[src/rtl/fetch_pkg.sv]
// fetch_pkg: shared widths, bubble encoding and fetch FSM states for the fetch stage
package fetch_pkg;
   localparam int PC_W = 32;
   localparam int INSTR_W = 16;
   localparam int ADDR_W = 20;
   localparam logic [INSTR_W-1:0] BUBBLE_INSTR = 16'h07F8;
   typedef enum logic [2:0] {
      BOOT_HI = 3'd0,
      BOOT_LO = 3'd1,
      RUN     = 3'd2,
      VEC_HI  = 3'd3,
      VEC_LO  = 3'd4
   } fetch_state_t;
endpackage

[src/rtl/fetch_if.sv]
// fetch_if: imem, hazard, interrupt and IF/ID signals of the fetch stage
interface fetch_if;
   import fetch_pkg::*;
   logic [ADDR_W-1:0]  imem_addr;
   logic [INSTR_W-1:0] imem_rdata;
   logic               stall;
   logic               flush;
   logic [PC_W-1:0]    branch_target;
   logic               int_inject;
   logic [INSTR_W-1:0] int_instr;
   logic               int_to_fetch;
   logic [INSTR_W-1:0] if_instr;
   logic [PC_W-1:0]    if_pc;
   logic               if_valid;
   logic [PC_W-1:0]    int_ret_pc;
   modport master (
      output imem_addr, if_instr, if_pc, if_valid, int_ret_pc,
      input  imem_rdata, stall, flush, branch_target, int_inject, int_instr, int_to_fetch
   );
   modport slave (
      input  imem_addr, if_instr, if_pc, if_valid, int_ret_pc,
      output imem_rdata, stall, flush, branch_target, int_inject, int_instr, int_to_fetch
   );
endinterface

[src/rtl/fetch_pc_reg.sv]
// fetch_pc_reg: program counter with hi/lo half-load, full load, increment and hold
module fetch_pc_reg
   import fetch_pkg::*;
(
   input  logic            clk,
   input  logic            rst,
   input  logic            i_ld_hi,
   input  logic            i_ld_lo,
   input  logic            i_ld,
   input  logic            i_inc,
   input  logic [15:0]     i_half,
   input  logic [PC_W-1:0] i_target,
   output logic [PC_W-1:0] o_pc
);
   logic [PC_W-1:0] r_pc;
   always_ff @(posedge clk)
      if (rst) r_pc <= '0;
      else if (i_ld_hi) r_pc[31:16] <= i_half;
      else if (i_ld_lo) r_pc[15:0] <= i_half;
      else if (i_ld) r_pc <= i_target;
      else if (i_inc) r_pc <= r_pc + 1'b1;
   assign o_pc = r_pc;
endmodule

[src/rtl/fetch_unit.sv]
// fetch_unit: boot/IVT vector loading, PC sequencing and IF/ID register; INT_RET_PC_EN adds the ISR return-PC capture
module fetch_unit
   import fetch_pkg::*;
#(
   parameter logic [ADDR_W-1:0] RESET_VEC = '0,
   parameter logic [ADDR_W-1:0] IVT_ADDR  = 20'd2
) (
   input logic      clk,
   input logic      rst,
   fetch_if.master  bus
);
   fetch_state_t       r_state;
   logic [INSTR_W-1:0] r_instr;
   logic [PC_W-1:0]    r_if_pc;
   logic               r_valid;
   logic [PC_W-1:0]    w_pc;
   logic               w_run, w_hi, w_lo, w_inc;
   logic [ADDR_W-1:0]  w_base;
   always_comb begin
      w_run  = r_state == RUN;
      w_hi   = r_state == BOOT_HI || r_state == VEC_HI;
      w_lo   = r_state == BOOT_LO || r_state == VEC_LO;
      w_base = (r_state == BOOT_HI || r_state == BOOT_LO) ? RESET_VEC : IVT_ADDR;
      w_inc  = w_run && !bus.flush && !bus.int_to_fetch && !bus.stall && !bus.int_inject;
   end
   assign bus.imem_addr = w_run ? w_pc[ADDR_W-1:0] : w_base + ADDR_W'(w_lo);
   fetch_pc_reg u_pc (
      .clk      (clk),
      .rst      (rst),
      .i_ld_hi  (w_hi),
      .i_ld_lo  (w_lo),
      .i_ld     (w_run && bus.flush),
      .i_inc    (w_inc),
      .i_half   (bus.imem_rdata),
      .i_target (bus.branch_target),
      .o_pc     (w_pc)
   );
   always_ff @(posedge clk)
      if (rst) begin
         r_state <= BOOT_HI;
         r_instr <= BUBBLE_INSTR;
         r_if_pc <= '0;
         r_valid <= 1'b0;
      end else if (!w_run) begin
         r_state <= r_state == BOOT_HI ? BOOT_LO : r_state == VEC_HI ? VEC_LO : RUN;
         r_instr <= BUBBLE_INSTR;
         r_valid <= 1'b0;
      end else if (bus.flush || bus.int_to_fetch) begin
         r_state <= bus.flush ? RUN : VEC_HI;
         r_instr <= BUBBLE_INSTR;
         r_valid <= 1'b0;
      end else if (!bus.stall) begin
         r_instr <= bus.int_inject ? bus.int_instr : bus.imem_rdata;
         r_if_pc <= w_pc;
         r_valid <= 1'b1;
      end
   assign bus.if_instr = r_instr;
   assign bus.if_pc    = r_if_pc;
   assign bus.if_valid = r_valid;
`ifdef INT_RET_PC_EN
   logic            r_inj_d;
   logic [PC_W-1:0] r_ret_pc;
   always_ff @(posedge clk)
      if (rst) begin
         r_inj_d  <= 1'b0;
         r_ret_pc <= '0;
      end else begin
         r_inj_d <= bus.int_inject;
         if (w_run && bus.int_inject && !r_inj_d && !bus.flush && !bus.stall) r_ret_pc <= w_pc;
      end
   assign bus.int_ret_pc = r_ret_pc;
`else
   assign bus.int_ret_pc = '0;
`endif
endmodule

[src/flat_wrapper.sv]
// flat-port wrapper written by rule: the top's interface ports become plain ports
module fetch_unit_flat import fetch_pkg::*;
#(
   parameter logic [ADDR_W-1:0] RESET_VEC = '0,
   parameter logic [ADDR_W-1:0] IVT_ADDR  = 20'd2
)
  (clk, rst, bus_imem_addr, bus_if_instr, bus_if_pc, bus_if_valid, bus_int_ret_pc, bus_imem_rdata, bus_stall, bus_flush, bus_branch_target, bus_int_inject, bus_int_instr, bus_int_to_fetch);
  fetch_if bus_i ();
  input logic clk;
  input logic rst;
  output wire logic [$bits(bus_i.imem_addr)-1:0] bus_imem_addr;
  output wire logic [$bits(bus_i.if_instr)-1:0] bus_if_instr;
  output wire logic [$bits(bus_i.if_pc)-1:0] bus_if_pc;
  output wire logic [$bits(bus_i.if_valid)-1:0] bus_if_valid;
  output wire logic [$bits(bus_i.int_ret_pc)-1:0] bus_int_ret_pc;
  input wire logic [$bits(bus_i.imem_rdata)-1:0] bus_imem_rdata;
  input wire logic [$bits(bus_i.stall)-1:0] bus_stall;
  input wire logic [$bits(bus_i.flush)-1:0] bus_flush;
  input wire logic [$bits(bus_i.branch_target)-1:0] bus_branch_target;
  input wire logic [$bits(bus_i.int_inject)-1:0] bus_int_inject;
  input wire logic [$bits(bus_i.int_instr)-1:0] bus_int_instr;
  input wire logic [$bits(bus_i.int_to_fetch)-1:0] bus_int_to_fetch;
  assign bus_imem_addr = bus_i.imem_addr;
  assign bus_if_instr = bus_i.if_instr;
  assign bus_if_pc = bus_i.if_pc;
  assign bus_if_valid = bus_i.if_valid;
  assign bus_int_ret_pc = bus_i.int_ret_pc;
  assign bus_i.imem_rdata = bus_imem_rdata;
  assign bus_i.stall = bus_stall;
  assign bus_i.flush = bus_flush;
  assign bus_i.branch_target = bus_branch_target;
  assign bus_i.int_inject = bus_int_inject;
  assign bus_i.int_instr = bus_int_instr;
  assign bus_i.int_to_fetch = bus_int_to_fetch;
  fetch_unit #(.RESET_VEC(RESET_VEC), .IVT_ADDR(IVT_ADDR)) u_core (.clk(clk), .rst(rst), .bus(bus_i));
endmodule
[config.mk]
export PLATFORM = sky130hd
export DESIGN_NAME = fetch_unit_flat
export DESIGN_NICKNAME = d
export VERILOG_FILES = /design/src/rtl/fetch_pkg.sv /design/src/rtl/fetch_if.sv /design/src/rtl/fetch_pc_reg.sv /design/src/rtl/fetch_unit.sv /design/src/flat_wrapper.sv
export SDC_FILE = /design/constraint.sdc
export NUM_CORES = 1
export LEC_CHECK = 0
export CORE_ASPECT_RATIO = 1.1
export CORE_MARGIN = 5
export CORE_UTILIZATION = 50
export DETAILED_ROUTE_END_ITERATION = 10
export GPL_ROUTABILITY_DRIVEN = 0
export PLACE_DENSITY = 0.87
export SLEW_MARGIN = 25
export SYNTH_ARGS = -nofsm -noshare
export SYNTH_HDL_FRONTEND = slang
export SYNTH_HIERARCHICAL = 1
export SYNTH_SLANG_ARGS = --single-unit
[constraint.sdc]
create_clock -name clk -period 3.8 [get_ports clk]
set_input_delay 0.76 -clock clk [delete_from_list [all_inputs] [get_ports clk]]
set_output_delay 0.76 -clock clk [all_outputs]
set_load 0.01 [all_outputs]
==> flow_summary.yaml, run 1 <==
cts:
  htree_num_levels: 3
  cts.sinks: 84
  cts_resized: 0
  post-cts-setup-buffers: 0
  cts-hold-fix-buffers: 0
  clkTransAtPathRegs_ns: 0.08
  cts_tree: "built"
  cts_buffer_depth: 2
  insertion_delay_ns: 0.36
  numCtsBuffers: 9
  cts_root_buffer: "clkbuf_8"
grt:
  grt_pass1_wl_mm: 23.7
  gr-usage-all-layers_pct: 24.3
  grt_max_degree: 100
  grt-ovfl-total: 0
  grt_pass1_vias: 4601
  grt_antenna_before_repair: 0
worst_setup_path:
  crit_path_end_kind: "primary output"
  slowest_stage: "dfxtp_1"
  slowest_delay_ns: 0.82
  crit_buf_inv: 2
  worstPathRequired_ns: 3.04
  path_cells: "nor2_1, buf_4, a31o_2, clkdlybuf4s50_1"
  reg2reg_depth: 8
  cp_num_cells: 4
  path_class: "reg2out"
  critPathLaunch: "u_core/r_state[1]"
  crit_family: "flip-flops"
  reg2reg_from: "u_core/r_state[2]"
  cp_max_fo: 29
  worstPathArrival_ns: 2.26
  cp-start-kind: "flip-flop"
  rrSetupSlack_ns: 0.88
sta:
  max_freq_mhz: 331
  relSlewSlack_pct: 49.1
  drv_slew: 0
  setup_ws_ns: 0.777
  fin_crit_ns: 3.02
  finalCritPeriodShare_pct: 79.6
  tns_ns: 0
  setup_violations: 0
  grt_setup_unrepaired: "false"
  hold_viol_final: 0
  worstMarginPinSlew_ns: 0.764
  fin_skew_ns: 0.00526
power:
  clkPwrFrac_pct: 26.2
  switching_share_pct: 34.7
  leakage_nw: 2.37
  p_total_mw: 2.55
  p_per_area_nw_per_um2: 390
  p_comb_share_pct: 30.3
  peakVddDrop_mv: 0.276
  internal_power_mw: 1.67
  seq_power_share_pct: 43.5
  p_sw_mw: 0.885
placed_design:
  post-place-ws_ns: 0.534
  place.port_buffers: 138
  place_hpwl_mm: 11.4
synth:
  yosysUniqueCellTypes: 59
  synthTopCellsByCount: "84 x dfxtp_1, 69 x nand2b_1, 54 x mux2i_1"
  synth_flop_cell: "dfxtp_1"
  synth_area_um2: 5040
  syn_area_per_cell_um2: 8.51
  seq_area_frac_synth_pct: 33.3
  yosysTopAreaCell: "dfxtp_1"
  syn_inst: 593
  synth_top_area_share_pct: 33.3
  synth-seq-cells: 84
  synthArstFlopShare_pct: 0
  ys_top_cells_by_area: "dfxtp_1 33%, mux2i_1 11%, nand2b_1 8.6%"
  synth_edf_count: 0
  synth.most_common_cell: "dfxtp_1"
  yosysWarnings: 6
hold_path:
  whs_path_depth: 2
  hold_start: "u_core/bus.if_valid"
  min_path_type: "reg2reg"
drt:
  wl_per_cell_um: 18.4
  vias: 4897
  firstDrtPassIters: 7
  routed-wl-met3_mm: 1.88
  postRouteAntennaNets: 0
  highest_layer: "met4"
  vias_per_cell: 5.88
  met1_length_mm: 5.86
  dr_wl_met2_mm: 6.94
  wl_mm: 15.3
  drt_iter0_markers: 702
  drc: 0
layout:
  nets: 780
  synthToLayoutAreaGrowth_pct: 29.6
  ff_latch_area_um2: 1680
  multi_input_area_um2: 2990
  drive_gt1_share_pct: 7.15
  diodes: 0
  fill_cells: 829
die:
  dieArea_um2: 12200
  die_h_um: 115
  pin_count: 171
  core-area_um2: 9890
  row_count: 38
  initial_core_util_pct: 51.0
  die_w_um: 106
run:
  drv_cap: 0
run_status:
  outcome: "finished clean"
-- kinds of logic after synthesis --
kind of cell	synth area share [%]
AO/OA/AOI/OAI	15.1
AND/OR/NAND/NOR	24.2
flip-flops	33.3
adder cells (fa/ha/maj)	0.248
buffers and inverters	9.77
multiplexers	14.3
other	0.0744
XOR/XNOR	2.95
-- flip-flops by register name, indices dropped and copies added, names as in the netlist --
signal / cells
u_core/bus.if_valid: 1
u_core/u_pc/o_pc: 32
u_core/bus.if_instr: 16
u_core/r_state: 3
u_core/bus.if_pc: 32
-- power groups by stage --
stage	Combinational, mW	Sequential [mW]	Clock [mW]
floorplan	0.557	1.06	0
detailed placement	0.752	1.12	0
finish	0.774	1.11	0.667
global placement	0.724	1.11	0
CTS	0.758	1.10	0.674
global route	0.836	1.12	0.710
-- routing by layer --
metal,global-route usage (%),vias to the layer above
met3,7.02,61
met4,11.7,0
li1,-,2272
met2,39.0,336
met1,30.1,2228
met5,0,-
-- worst reg2reg max path, cell delays in order (launching register included) --
cell and delay, ns:
dfxtp_1 0.37, nor2_2 0.62, and4b_2 0.35, nor2b_1 0.22
nor2b_1 0.38, nand3b_1 0.38, a31oi_1 0.26, o21ai_0 0.09
o311ai_0 0.13
-- through the flow --
stage	hold WS, ns	instance area [um2]	std cells	utilization [%]
after global routing	0.488	6540	833	66.1
after floorplan	0.470	5160	624	-
after global placement	0.437	6330	818	64.0
after CTS	0.466	6540	833	66.1
after detailed placement	0.452	6330	818	64.0
final	0.468	6540	833	66.1
-- final timing paths --
| kind | to |
|---|---|
| max reg2reg | u_core/u_pc/o_pc[29] |
| max | bus_imem_addr[0] |
| min | u_core/bus.if_valid |
| min reg2reg | u_core/bus.if_valid |
-- layout by cell type, fill, tap and decap left out, drive strengths merged, types with 8 or more instances in the layout --
cell	synthesis	layout
nand2	42	42
mux2	16	16
conb	1	32
o21ai	22	22
nand2b	69	69
buf	46	13
a211oi	8	8
dfxtp	84	84
clkbuf	30	14
nor3	14	14
clkdlybuf4s50	0	137
a21oi	18	18
xnor2	10	10
mux2i	54	54
nor2	37	37
inv	13	13
a22oi	15	15
and3	19	19
-- final cells by class --
class	count	share of cell area (%)
sequential	84	25.7
clock inverter	1	0.459
tap	120	2.30
multi-input combinational	451	45.7
timing repair buffer	150	22.4
inverter	13	0.747
clock buffer	14	2.64
Note: power is estimated with default switching activity, not from simulation.
==> run 2, diff against run 1 <==
--- a/config.mk
+++ b/config.mk
@@ -7,10 +7,10 @@
 export LEC_CHECK = 0
 export CORE_ASPECT_RATIO = 1.1
 export CORE_MARGIN = 5
-export CORE_UTILIZATION = 50
+export CORE_UTILIZATION = 42
 export DETAILED_ROUTE_END_ITERATION = 10
 export GPL_ROUTABILITY_DRIVEN = 0
-export PLACE_DENSITY = 0.87
+export PLACE_DENSITY = 0.78
 export SLEW_MARGIN = 25
 export SYNTH_ARGS = -nofsm -noshare
 export SYNTH_HDL_FRONTEND = slang
==> constraint.sdc (replaced) <==
create_clock -name clk -period 2.7 [get_ports clk]
set_input_delay 0.54 -clock clk [delete_from_list [all_inputs] [get_ports clk]]
set_output_delay 0.54 -clock clk [all_outputs]
set_load 0.01 [all_outputs]
==> run 2 against run 1 <==
Compared with the run above: final cell count rose by 7.3%; register-to-register slack got worse by 0.58 ns; clock power rose by 87%; die area up 17%; first-iteration DRC count decreased by 29%; critical path type unchanged.
==> flow_summary.yaml, run 2 (synthesis results as in run 1) <==
cts:
  cts_buffer_depth: 2
  post-cts-setup-buffers: 0
  numCtsBuffers: 9
  clkTransAtPathRegs_ns: 0.06
  cts.sinks: 84
  cts-hold-fix-buffers: 0
  cts_resized: 0
  cts_root_buffer: "clkbuf_16"
  cts_tree: "built"
  insertion_delay_ns: 0.34
  htree_num_levels: 3
drt:
  vias: 4949
  postRouteAntennaNets: 0
  vias_per_cell: 5.54
  wl_mm: 16.1
  firstDrtPassIters: 7
  drc: 0
  drt_iter0_markers: 501
  wl_per_cell_um: 18.1
layout:
  fill_cells: 1093
  diodes: 0
  final_util_pct: 57.6
  postLayoutCellArea_um2: 6870
  synthToLayoutAreaGrowth_pct: 36.3
  drive_gt1_share_pct: 10.8
  layout.cells.non_filler: 894
  layout_commonest_cell: "clkdlybuf4s50_1"
  layout_common_cells: "137 x clkdlybuf4s50_1, 84 x dfxtp_1, 69 x nand2b_1"
  nets: 806
worst_setup_path:
  worstPathArrival_ns: 1.97
  cp_max_fo: 15
  worstPathRequired_ns: 2.16
  crit_path_end_kind: "primary output"
  path_class: "reg2out"
  cp-start-kind: "flip-flop"
sta:
  setup_violations: 0
  fin_skew_ns: 0.00359
  grt_setup_unrepaired: "false"
  max_freq_mhz: 398
  tns_ns: 0
  hold_viol_final: 0
  worstMarginPinSlew_ns: 0.633
  whs_ns: 0.468
  relSlewSlack_pct: 57.8
  finalCritPeriodShare_pct: 93.1
  fin_crit_ns: 2.51
  setup_ws_ns: 0.185
  drv_slew: 0
die:
  core-area_um2: 11900
  die_h_um: 125
  row_count: 42
  initial_core_util_pct: 42.3
  pin_count: 171
  dieArea_um2: 14300
  die_w_um: 114
power:
  p_per_area_nw_per_um2: 579
  peakVddDrop_mv: 0.421
  leakage_nw: 2.55
  p_total_mw: 3.98
run_status:
  outcome: "finished clean"
hold_path:
  min_path_type: "reg2reg"
placed_design:
  place_area_um2: 6570
  place_inst: 878
  post-place-ws_ns: -0.0685
  place_hpwl_mm: 12.2
  place.port_buffers: 138
grt:
  gr-usage-all-layers_pct: 22.0
  grt_pass1_wl_mm: 25.1
  grt-ovfl-total: 0
  grt_antenna_before_repair: 0
  grt_max_degree: 67
  grt_pass1_vias: 4851
run:
  drv_cap: 0
## run 2: changes by cell type in the layout (fill, tap and decap cells not counted)
| cell | previous run | this run |
|---|---|---|
| clkbuf_16 | 0 | 9 |
| buf_4 | 12 | 38 |
| clkbuf_1 | 2 | 0 |
| clkinv_2 | 0 | 4 |
| clkbuf_8 | 12 | 2 |
## run 2: path summary, 6_finish.rpt
check | start | to | slack, ns | cells past startpoint
max | u_core/r_state[2] | bus_imem_addr[15] | 0.19 | 4
min | u_core/bus.if_valid | u_core/bus.if_valid | 0.47 | 2
max reg2reg | u_core/r_state[1] | u_core/u_pc/o_pc[19] | 0.30 | 8
min reg2reg | u_core/bus.if_valid | u_core/bus.if_valid | 0.47 | 2
## run 2: cell type report
| class | instances | area, um2 | share of cell area (%) |
|---|---|---|---|
| multi-input cells | 451 | 2990 | 43.4 |
| clock inverters | 5 | 50.0 | 0.728 |
| flip-flops and latches | 84 | 1680 | 24.5 |
| clock buffers | 11 | 253 | 3.68 |
| repair buffers | 176 | 1660 | 24.2 |
| inverters | 13 | 48.8 | 0.710 |
| well taps | 154 | 193 | 2.80 |
## run 2: report_power, final
group | internal, mW | switching [mW] | total (mW)
sequential | 1.35 | 0.162 | 1.51
clock | 0.760 | 0.493 | 1.25
combinational | 0.568 | 0.652 | 1.22
## run 2: metal layers
metal / track usage, % / vias to the layer above / part of all wire (%)
met3: 5.41 / 40 / 9.5
met5: 0 / - / 0
met1: 28.1 / 2310 / 42
li1: - / 2331 / -
met2: 34.4 / 268 / 45
met4: 10.6 / 0 / 3.6
## run 2: critical path, cell delays in order, from the launching register on
cell and delay, ns:
dfxtp_1 0.36, nor2_2 0.30, buf_4 0.25, and3_1 0.19
clkdlybuf4s50_1 0.54
